[src/rtl/conv_pkg.sv]
// Shared definitions for the time-multiplexed convolution neuron.
// - state_t : FSM encoding used by conv_neuron_seq.
// - beats() : number of MAC cycles needed to cover n taps with `lanes` multipliers.
// - *_DEF   : geometry of the default instance.
package conv_pkg;

  typedef enum logic [1:0] {IDLE, MAC, DONE, OUT} state_t;

  localparam int WIDTH_DEF = 8;
  localparam int F_DEF     = 5;
  localparam int CIN_DEF   = 3;
  localparam int LANES_DEF = 4;
  localparam int N_DEF     = CIN_DEF * F_DEF * F_DEF;
  localparam int OUT_W_DEF = 2 * WIDTH_DEF + $clog2(N_DEF);
  localparam int AW_DEF    = $clog2(N_DEF + 1);

  function automatic int beats(input int n, input int lanes);
    return (n + lanes - 1) / lanes;
  endfunction

endpackage

[src/rtl/mac_lanes.sv]
// Combinational multiply/add slice: LANES signed WIDTH x WIDTH products summed
// into one partial sum per beat.
// Ports:
//   xl   : LANES signed taps
//   wl   : LANES signed weights
//   psum : signed sum of the LANES products, PSW bits (never overflows)
module mac_lanes #(
  parameter int WIDTH = 8,
  parameter int LANES = 4,
  parameter int PSW   = 2 * WIDTH + $clog2(LANES)
) (
  input  logic signed [WIDTH-1:0] xl [LANES],
  input  logic signed [WIDTH-1:0] wl [LANES],
  output logic signed [PSW-1:0]   psum
);

  logic signed [2*WIDTH-1:0] prod [LANES];

  always_comb begin
    psum = '0;
    for (int k = 0; k < LANES; k++) begin
      prod[k] = xl[k] * wl[k];
      psum    = psum + PSW'(prod[k]);
    end
  end

endmodule

[src/rtl/relu.sv]
// Output clamp shared by the neuron designs.
// Ports:
//   a : signed input, W_IN bits
//   y : W_OUT-bit result; 0 when ENABLE and a is negative, otherwise a truncated
//       to W_OUT bits (callers guarantee the truncation is lossless).
module relu #(
  parameter int W_IN   = 24,
  parameter int W_OUT  = 23,
  parameter int ENABLE = 1
) (
  input  logic signed [W_IN-1:0]  a,
  output logic signed [W_OUT-1:0] y
);

  always_comb begin
    if ((ENABLE != 0) && a[W_IN-1]) y = '0;
    else                            y = a[W_OUT-1:0];
  end

endmodule

[src/rtl/conv_neuron_seq.sv]
// Time-multiplexed convolution neuron: z = relu(sum x[i]*w[i] + bias) over a
// CIN x F x F window, LANES taps per cycle.
// Ports:
//   clk, rst            : clock, asynchronous active-high reset
//   in_valid, in_ready  : window handshake (x captured on acceptance)
//   x                   : N signed taps
//   w_we, w_addr, w_data: weight (addr < N, low WIDTH bits) / bias (addr == N)
//                         write port, honoured only while idle
//   out_valid, out_ready: result handshake
//   z                   : signed result, held while out_valid is high
module conv_neuron_seq
  import conv_pkg::*;
#(
  parameter int WIDTH = WIDTH_DEF,
  parameter int F     = F_DEF,
  parameter int CIN   = CIN_DEF,
  parameter int LANES = LANES_DEF,
  parameter int RELU  = 1,
  parameter int OUT_W = WIDTH * 2 + $clog2(CIN * F * F)
) (
  input  logic                                clk,
  input  logic                                rst,
  input  logic                                in_valid,
  output logic                                in_ready,
  input  logic signed [WIDTH-1:0]             x [CIN*F*F],
  input  logic                                w_we,
  input  logic        [$clog2(CIN*F*F+1)-1:0] w_addr,
  input  logic        [2*WIDTH-1:0]           w_data,
  output logic                                out_valid,
  input  logic                                out_ready,
  output logic signed [OUT_W-1:0]             z
);

  localparam int N     = CIN * F * F;
  localparam int BEATS = beats(N, LANES);
  localparam int NP    = BEATS * LANES;           // taps padded to whole beats
  localparam int AW    = $clog2(N + 1);
  localparam int IW    = (NP > 1) ? $clog2(NP) : 1;
  localparam int BW    = (BEATS > 1) ? $clog2(BEATS) : 1;
  localparam int PSW   = 2 * WIDTH + $clog2(LANES);
  localparam int ACW   = OUT_W + 1;

  state_t state, state_d;
  logic [BW-1:0] beat;

  // Padding entries (index >= N) are cleared by reset and never written, so
  // the last beat's surplus lanes multiply zeros.
  logic signed [WIDTH-1:0]   win [NP];
  logic signed [WIDTH-1:0]   wt  [NP];
  logic signed [2*WIDTH-1:0] bias;
  logic signed [ACW-1:0]     acc;

  logic signed [WIDTH-1:0] lx [LANES];
  logic signed [WIDTH-1:0] lw [LANES];
  logic signed [PSW-1:0]   psum;
  logic signed [ACW-1:0]   total;
  logic signed [OUT_W-1:0] relu_y;

  assign in_ready = (state == IDLE);
  assign total    = acc + ACW'(bias);

  always_comb begin
    for (int k = 0; k < LANES; k++) begin
      lx[k] = win[IW'(beat) * IW'(LANES) + IW'(k)];
      lw[k] = wt[IW'(beat) * IW'(LANES) + IW'(k)];
    end
  end

  mac_lanes #(.WIDTH(WIDTH), .LANES(LANES), .PSW(PSW)) u_mac (
    .xl  (lx),
    .wl  (lw),
    .psum(psum)
  );

  relu #(.W_IN(ACW), .W_OUT(OUT_W), .ENABLE(RELU)) u_relu (
    .a(total),
    .y(relu_y)
  );

  always_comb begin
    state_d = state;
    case (state)
      IDLE:    if (in_valid) state_d = MAC;
      MAC:     if (beat == BW'(BEATS - 1)) state_d = DONE;
      DONE:    state_d = OUT;
      OUT:     if (out_ready) state_d = IDLE;
      default: state_d = IDLE;
    endcase
  end

  always_ff @(posedge clk or posedge rst) begin
    if (rst) state <= IDLE;
    else     state <= state_d;
  end

  always_ff @(posedge clk or posedge rst) begin
    if (rst) begin
      beat      <= '0;
      acc       <= '0;
      bias      <= '0;
      z         <= '0;
      out_valid <= 1'b0;
      for (int i = 0; i < NP; i++) begin
        win[i] <= '0;
        wt[i]  <= '0;
      end
    end else begin
      case (state)
        IDLE: begin
          // A write in the accepting cycle lands before the first MAC beat.
          if (w_we) begin
            for (int i = 0; i < N; i++)
              if (w_addr == AW'(i)) wt[i] <= w_data[WIDTH-1:0];
            if (w_addr == AW'(N)) bias <= w_data;
          end
          if (in_valid) begin
            for (int i = 0; i < N; i++) win[i] <= x[i];
            acc  <= '0;
            beat <= '0;
          end
        end
        MAC: begin
          acc  <= acc + ACW'(psum);
          beat <= beat + 1'b1;
        end
        DONE: begin
          z         <= relu_y;
          out_valid <= 1'b1;
        end
        OUT: begin
          if (out_ready) out_valid <= 1'b0;
        end
        default: ;
      endcase
    end
  end

endmodule
[config.mk]
export PLATFORM = sky130hd
export DESIGN_NAME = conv_neuron_seq
export DESIGN_NICKNAME = d
export VERILOG_FILES = /design/src/rtl/conv_pkg.sv /design/src/rtl/mac_lanes.sv /design/src/rtl/relu.sv /design/src/rtl/conv_neuron_seq.sv
export SDC_FILE = /design/constraint.sdc
export NUM_CORES = 2
export LEC_CHECK = 0
export ABC_AREA = 1
export CAP_MARGIN = 20
export CORE_AREA = 5 5 360 397
export CTS_CLUSTER_SIZE = 10
export DETAILED_ROUTE_END_ITERATION = 8
export DIE_AREA = 0 0 365 402
export PLACE_DENSITY = 0.77
export SLEW_MARGIN = 20
export SYNTH_ARGS = -nofsm -noshare
export SYNTH_HDL_FRONTEND = slang
export SYNTH_SLANG_ARGS = --single-unit
[constraint.sdc]
create_clock -name clk -period 50.1 [get_ports clk]
set_input_delay 12.525 -clock clk [delete_from_list [all_inputs] [get_ports clk]]
set_output_delay 12.525 -clock clk [all_outputs]
set_load 0.005 [all_outputs]
# Word-level counts from Yosys, hierarchy flattened

Index checks and enable logic that the tools add are counted.

Flip-flop bits (word level): 1271
Latch bits: 0
RAM bits: 0
ROM bits: 0
Bits of input ports: 628
Output and inout port bits: 25
Word-level logic and storage cells: 378
Memories: 0

Add/subtract/negate cells: 9
Multipliers: 4
Div/mod/pow operators: 0
Order comparisons: 4
Equality and inequality tests: 82
Shift-type cells: 0
Multiplexer cells: 35
Bitwise gates (word level): 4
Reductions and logical operators: 84

Operators by type and width:

| operator            | number |
|---|---|
| $bmux 8 s7          | 8 |
| $reduce_and 3->1    | 77 |
| $eq 7x6->1 const B  | 32 |
| $mux 8              | 16 |
| $eq 7x5->1 const B  | 16 |
| $eq 7x7->1 const B  | 12 |
| $mul 8x8->16        | 4 |
| $eq 7x4->1 const B  | 8 |
| $pmux 24 s2         | 1 |
| $ge 8x8->1 const B  | 4 |
| $not 7->8           | 4 |
| $eq 7x3->1 const B  | 4 |
| $add 24x16->24      | 1 |
| $add 24x18->24      | 1 |
| $mux 24             | 1 |
| $mux 23             | 1 |
| $add 17x16->18      | 1 |
| $add 18x16->18      | 1 |
| $add 16x16->17      | 1 |
| $add 7x2->7 const B | 2 |
| $eq 7x2->1 const B  | 2 |
| $pmux 5 s2          | 1 |
| $pmux 2 s4          | 1 |
| $add 7x1->7 const B | 1 |
| other kinds (14)    | 22 |

# Longest topological paths before layout

Depth after elaboration: 11
Gate-level depth with buffers: 42
Gate-level depth less buffers: 39

# By module

A second synthesis with hierarchy kept.

Cell total of the unflattened synthesis: 9072
Area total of the unflattened synthesis: 71258.3 um^2

By module, submodules not included:

| module          | instances | cells an instance | area an instance (um^2) | seq. area each (um^2) |
|---|---|---|---|---|
| conv_neuron_seq | 1         | 7640              | 59618.4                 | 31805.5 |
| mac_lanes       | 1         | 1384              | 11444.7                 | 0.0 |
| relu            | 1         | 48                | 195.2                   | 0.0 |

# Worst setup path before layout

No wires, ideal clock.

Path type: in2reg
Start point: input port w_addr[4]
End point: register wt[256] (netlist bit)
Library setup time: 0.133 ns
Arrival time: 13.639 ns
Data required time: 49.967 ns
Slack: 36.328 ns
Cell stages on the path: 6
Buffers on the path: 2
Path through: nor3_1 > buf_4 > nand2_1 > buf_2 > nand2_1 > o21ai_0

Cells in the longest elaborated chain, start to end: 2

Ends and longest elaborated chain:

| element                       | RTL line               | RTL |
|---|---|---|
| start, declared               | conv_neuron_seq.sv:27  | `input logic [$clog2(CIN*F*F+1)-1:0] w_addr,` |
| $eq 7x6->1                    | conv_neuron_seq.sv:113 | `if (w_addr == AW'(i)) wt[i] <= w_data[WIDTH-1:0];` |
| $reduce_and 3->1 (no line)    | n/a                    |  |
| end signal, assigned by index | conv_neuron_seq.sv:113 |  |
| end, declared                 | conv_neuron_seq.sv:49  | `logic signed [WIDTH-1:0] wt [NP];` |

No other way between the ends.
A chain may end at the register's enable or synchronous reset.

# Final worst setup path

Start point: input port in_valid
End point: register win[226] (netlist bit)

Cells in the longest elaborated chain, start to end: 1

Ends and longest elaborated chain:

| element                       | RTL line               | RTL |
|---|---|---|
| start, declared               | conv_neuron_seq.sv:23  | `input logic in_valid,` |
| $reduce_and 2->1 (no line)    | n/a                    |  |
| end signal, assigned by index | conv_neuron_seq.sv:104 | `win[i] <= '0;` |
| end, declared                 | conv_neuron_seq.sv:48  | `logic signed [WIDTH-1:0] win [NP];` |

No other way between the ends.

==> flow_summary.ini <==
[logic_synthesis]
synth_area_um2 = 72700
synthTopCellsByCount = nand2_1, o21ai_0, dfrtp_1, inv_1, nor2_1
yosys_warnings = 16
synth_area_leaders = dfrtp_1, nand2_1, fa_1
synth_edf_count = 0
netlist_instances = 9201
syn_avg_cell_area_um2 = 7.90
synth-seq-cells = 1271
synthArstFlopShare_pct = 100
synth_cell_type_count = 47
synth_ff_type = dfrtp_1
yosysSeqAreaShare_pct = 43.8
synth_most_common_cell = nand2_1
synth_area_leader_cell = dfrtp_1
synth_nets = 10400
synth_top_area_share_pct = 43.8

[setup_path]
crit_required_ps = 50730
slowest_delay_ps = 870
worst-path-buf-inv = 6
r2r_cells = 35
critical_path_peak_fanout = 152
cp_slowest_cell = buf_4
regToRegStartpoint = beat[0]$_DFFE_PP0P_
worst_setup_path_end_kind = flop
crit_chain = clkdlybuf4s50_1 > nand2_4 > inv_8 > buf_4 > buf_4 > buf_4 > buf_4 > o21ai_0
critPathLaunchType = primary input
r2r_end = acc[18]$_DFFE_PP0P_
r2r_setup_slack_ps = 38010
cp_common_cell = buf_4
cp_data_arrival_time_ps = 18160
critical_path_class = in2reg
critical_path.top_delay_family = buffers and inverters

[global_routing]
gr-total-overflow = 0
grt_max_degree = 223
grt_pass1_vias = 63400
antenna_found_initial = 17
track_usage_pct = 32.4
grt_pass1_wl_um = 369000

[floorplanning]
initial_core_util_pct = 52.7
die_y_um = 402
boundaryPins = 653
die_x_um = 365
rows = 143
fp.coreArea_um2 = 138000
die_area_um2 = 147000

[run_status]
outcome = finished, final reports clean

[cells_and_area]
area_growth_pct = 15.9
fin_cells = 11400
fin_nets = 10700
nFillCells = 11900
drive_above_1_share_pct = 3.67

[drt]
viasPerCell = 5.68
first_iter_violations = 7890
vias = 64800
first_pass_iters = 7
antenna_left = 0
wl_um = 240000
drc = 0
wl_per_cell_um = 21.0

[clock_tree]
cts_resized = 0
numCtsBuffers = 149
clockBufferDepth = 3
htree_levels = 4
insertion_delay_ps = 820
hold_buffers = 0
root_buffer = clkbuf_16
clkTransAtPathRegs_ps = 50
post_cts_buffers = 0
cts_sinks = 1271
cts_tree = yes

[timing]
timing.fmax_mhz = 57.0
worst_pin_slew_ps = 1350
fin_crit_sh_pct = 35.0
hold_viol_final = 0
tns_ps = 0
slew_headroom_pct = 10.0
setup_viol = 0
slew_viol_final = 0
rsz0062_at_grt = false
fin_skew_ps = 60.2
min_period_ps = 17540

[placement]
io_buffers = 652
dp_hpwl_um = 169000
gp_congestion = 0.946
dp.cells = 11200

[hold_path]
worstHoldPathCells = 2
min_to = win[201]$_DFFE_PP0P_
min_from = win[201]$_DFFE_PP0P_
hold_path.class = reg2reg

[run]
max-cap-violations = 0
==> per-layer routing <==
layer  part of all wire (%)  up-vias  track usage, %  routed length [µm]
li1                       -    29400               -                   -
met2                     46     3361            50.3              109000
met3                     10      613            7.56               24000
met1                     39    31400            43.2               93500
met5                  0.022        -               0                  53
met4                    5.6        8            15.9               13400
==> sequential cells by signal, indices dropped and copies added, names as in the netlist <==
register and count:
win 600, state 2, out_valid 1, wt 600, z 23, beat 5, acc 24, bias 16
==> worst register-to-register path, delay by kind of cell, from the launching register on <==
kind	cells	cell delay [ps]
fa+ha+maj	9	4570
buf+inv	10	3800
simple gates	11	1550
compound gates	5	1440
flops	1	700
==> through the flow <==
stage | worst slack [ps] | cell area, µm² | util, % | hold slack (ps)
final | 32560 | 84300 | 61.1 | 473
after global routing | 32240 | 84300 | 61.1 | 486
after CTS | 32670 | 84200 | 61.1 | 475
after detailed placement | 31830 | 79900 | 57.9 | 460
after global placement | 31900 | 79900 | 57.9 | 456
after floorplan | 1760 | 72700 | - | 444
==> cells by family (layout without fill, tap and decap cells) <==
kind of cell / count (synthesis) / count (layout) / share of synthesized area [%]
AND/OR/NAND/NOR: 4221 / 4221 / 22.4
AO/OA/AOI/OAI: 1766 / 1766 / 12.7
buffers and inverters: 1389 / 1782 / 7.63
flip-flops: 1271 / 1271 / 43.8
adder cells (fa/ha/maj): 533 / 533 / 13.3
multiplexers: 18 / 18 / 0.262
XOR/XNOR: 3 / 3 / 0.0361
other: 0 / 12 / 0
==> worst max-delay path by stage <==
stage / startpoint / slack, ps / cells past startpoint / endpoint
3_3_place_gp: in_valid / 31900 / 8 / win[186]$_DFFE_PP0P_
2_1_floorplan: rst / 1760 / 1 / acc[0]$_DFFE_PP0P_
4_1_cts: in_valid / 32670 / 8 / win[184]$_DFFE_PP0P_
3_5_place_dp: in_valid / 31830 / 8 / win[184]$_DFFE_PP0P_
6_report: in_valid / 32560 / 8 / win[226]$_DFFE_PP0P_
5_1_grt: in_valid / 32240 / 9 / win[278]$_DFFE_PP0P_
==> layout by cell type, fill, tap and decap left out, types with 6 or more instances in the layout <==
cell	n
a22oi_1	12
ha_1	138
nand2_2	24
inv_1	851
o211ai_1	12
o21ai_2	19
clkbuf_16	149
a21oi_1	163
fa_1	395
nand3_1	62
dfrtp_1	1269
buf_12	7
clkdlybuf4s50_1	652
o22ai_1	112
nand4_1	53
clkbuf_8	7
mux2i_1	10
nor2_1	706
or2_2	6
diode_2	12
clkinv_16	8
o21ai_0	1392
buf_4	54
inv_2	15
o21ai_1	36
nand2_1	3330
clkbuf_1	13
nor3_2	16
==> final cells by class <==
cell class,instances,area (µm²),area share (%)
clock buffers,169,3870,4.60
diodes,12,30.0,0.0356
well taps,1812,2270,2.69
inverters,875,3310,3.93
clock inverters,21,463,0.549
repair buffers,717,7130,8.46
multi-input cells,6541,35400,42.0
flip-flops and latches,1271,31800,37.7
Power is left out: the tool's default activity adds up to more than one toggle a clock period on the data nets, which glitch-free logic cannot reach.
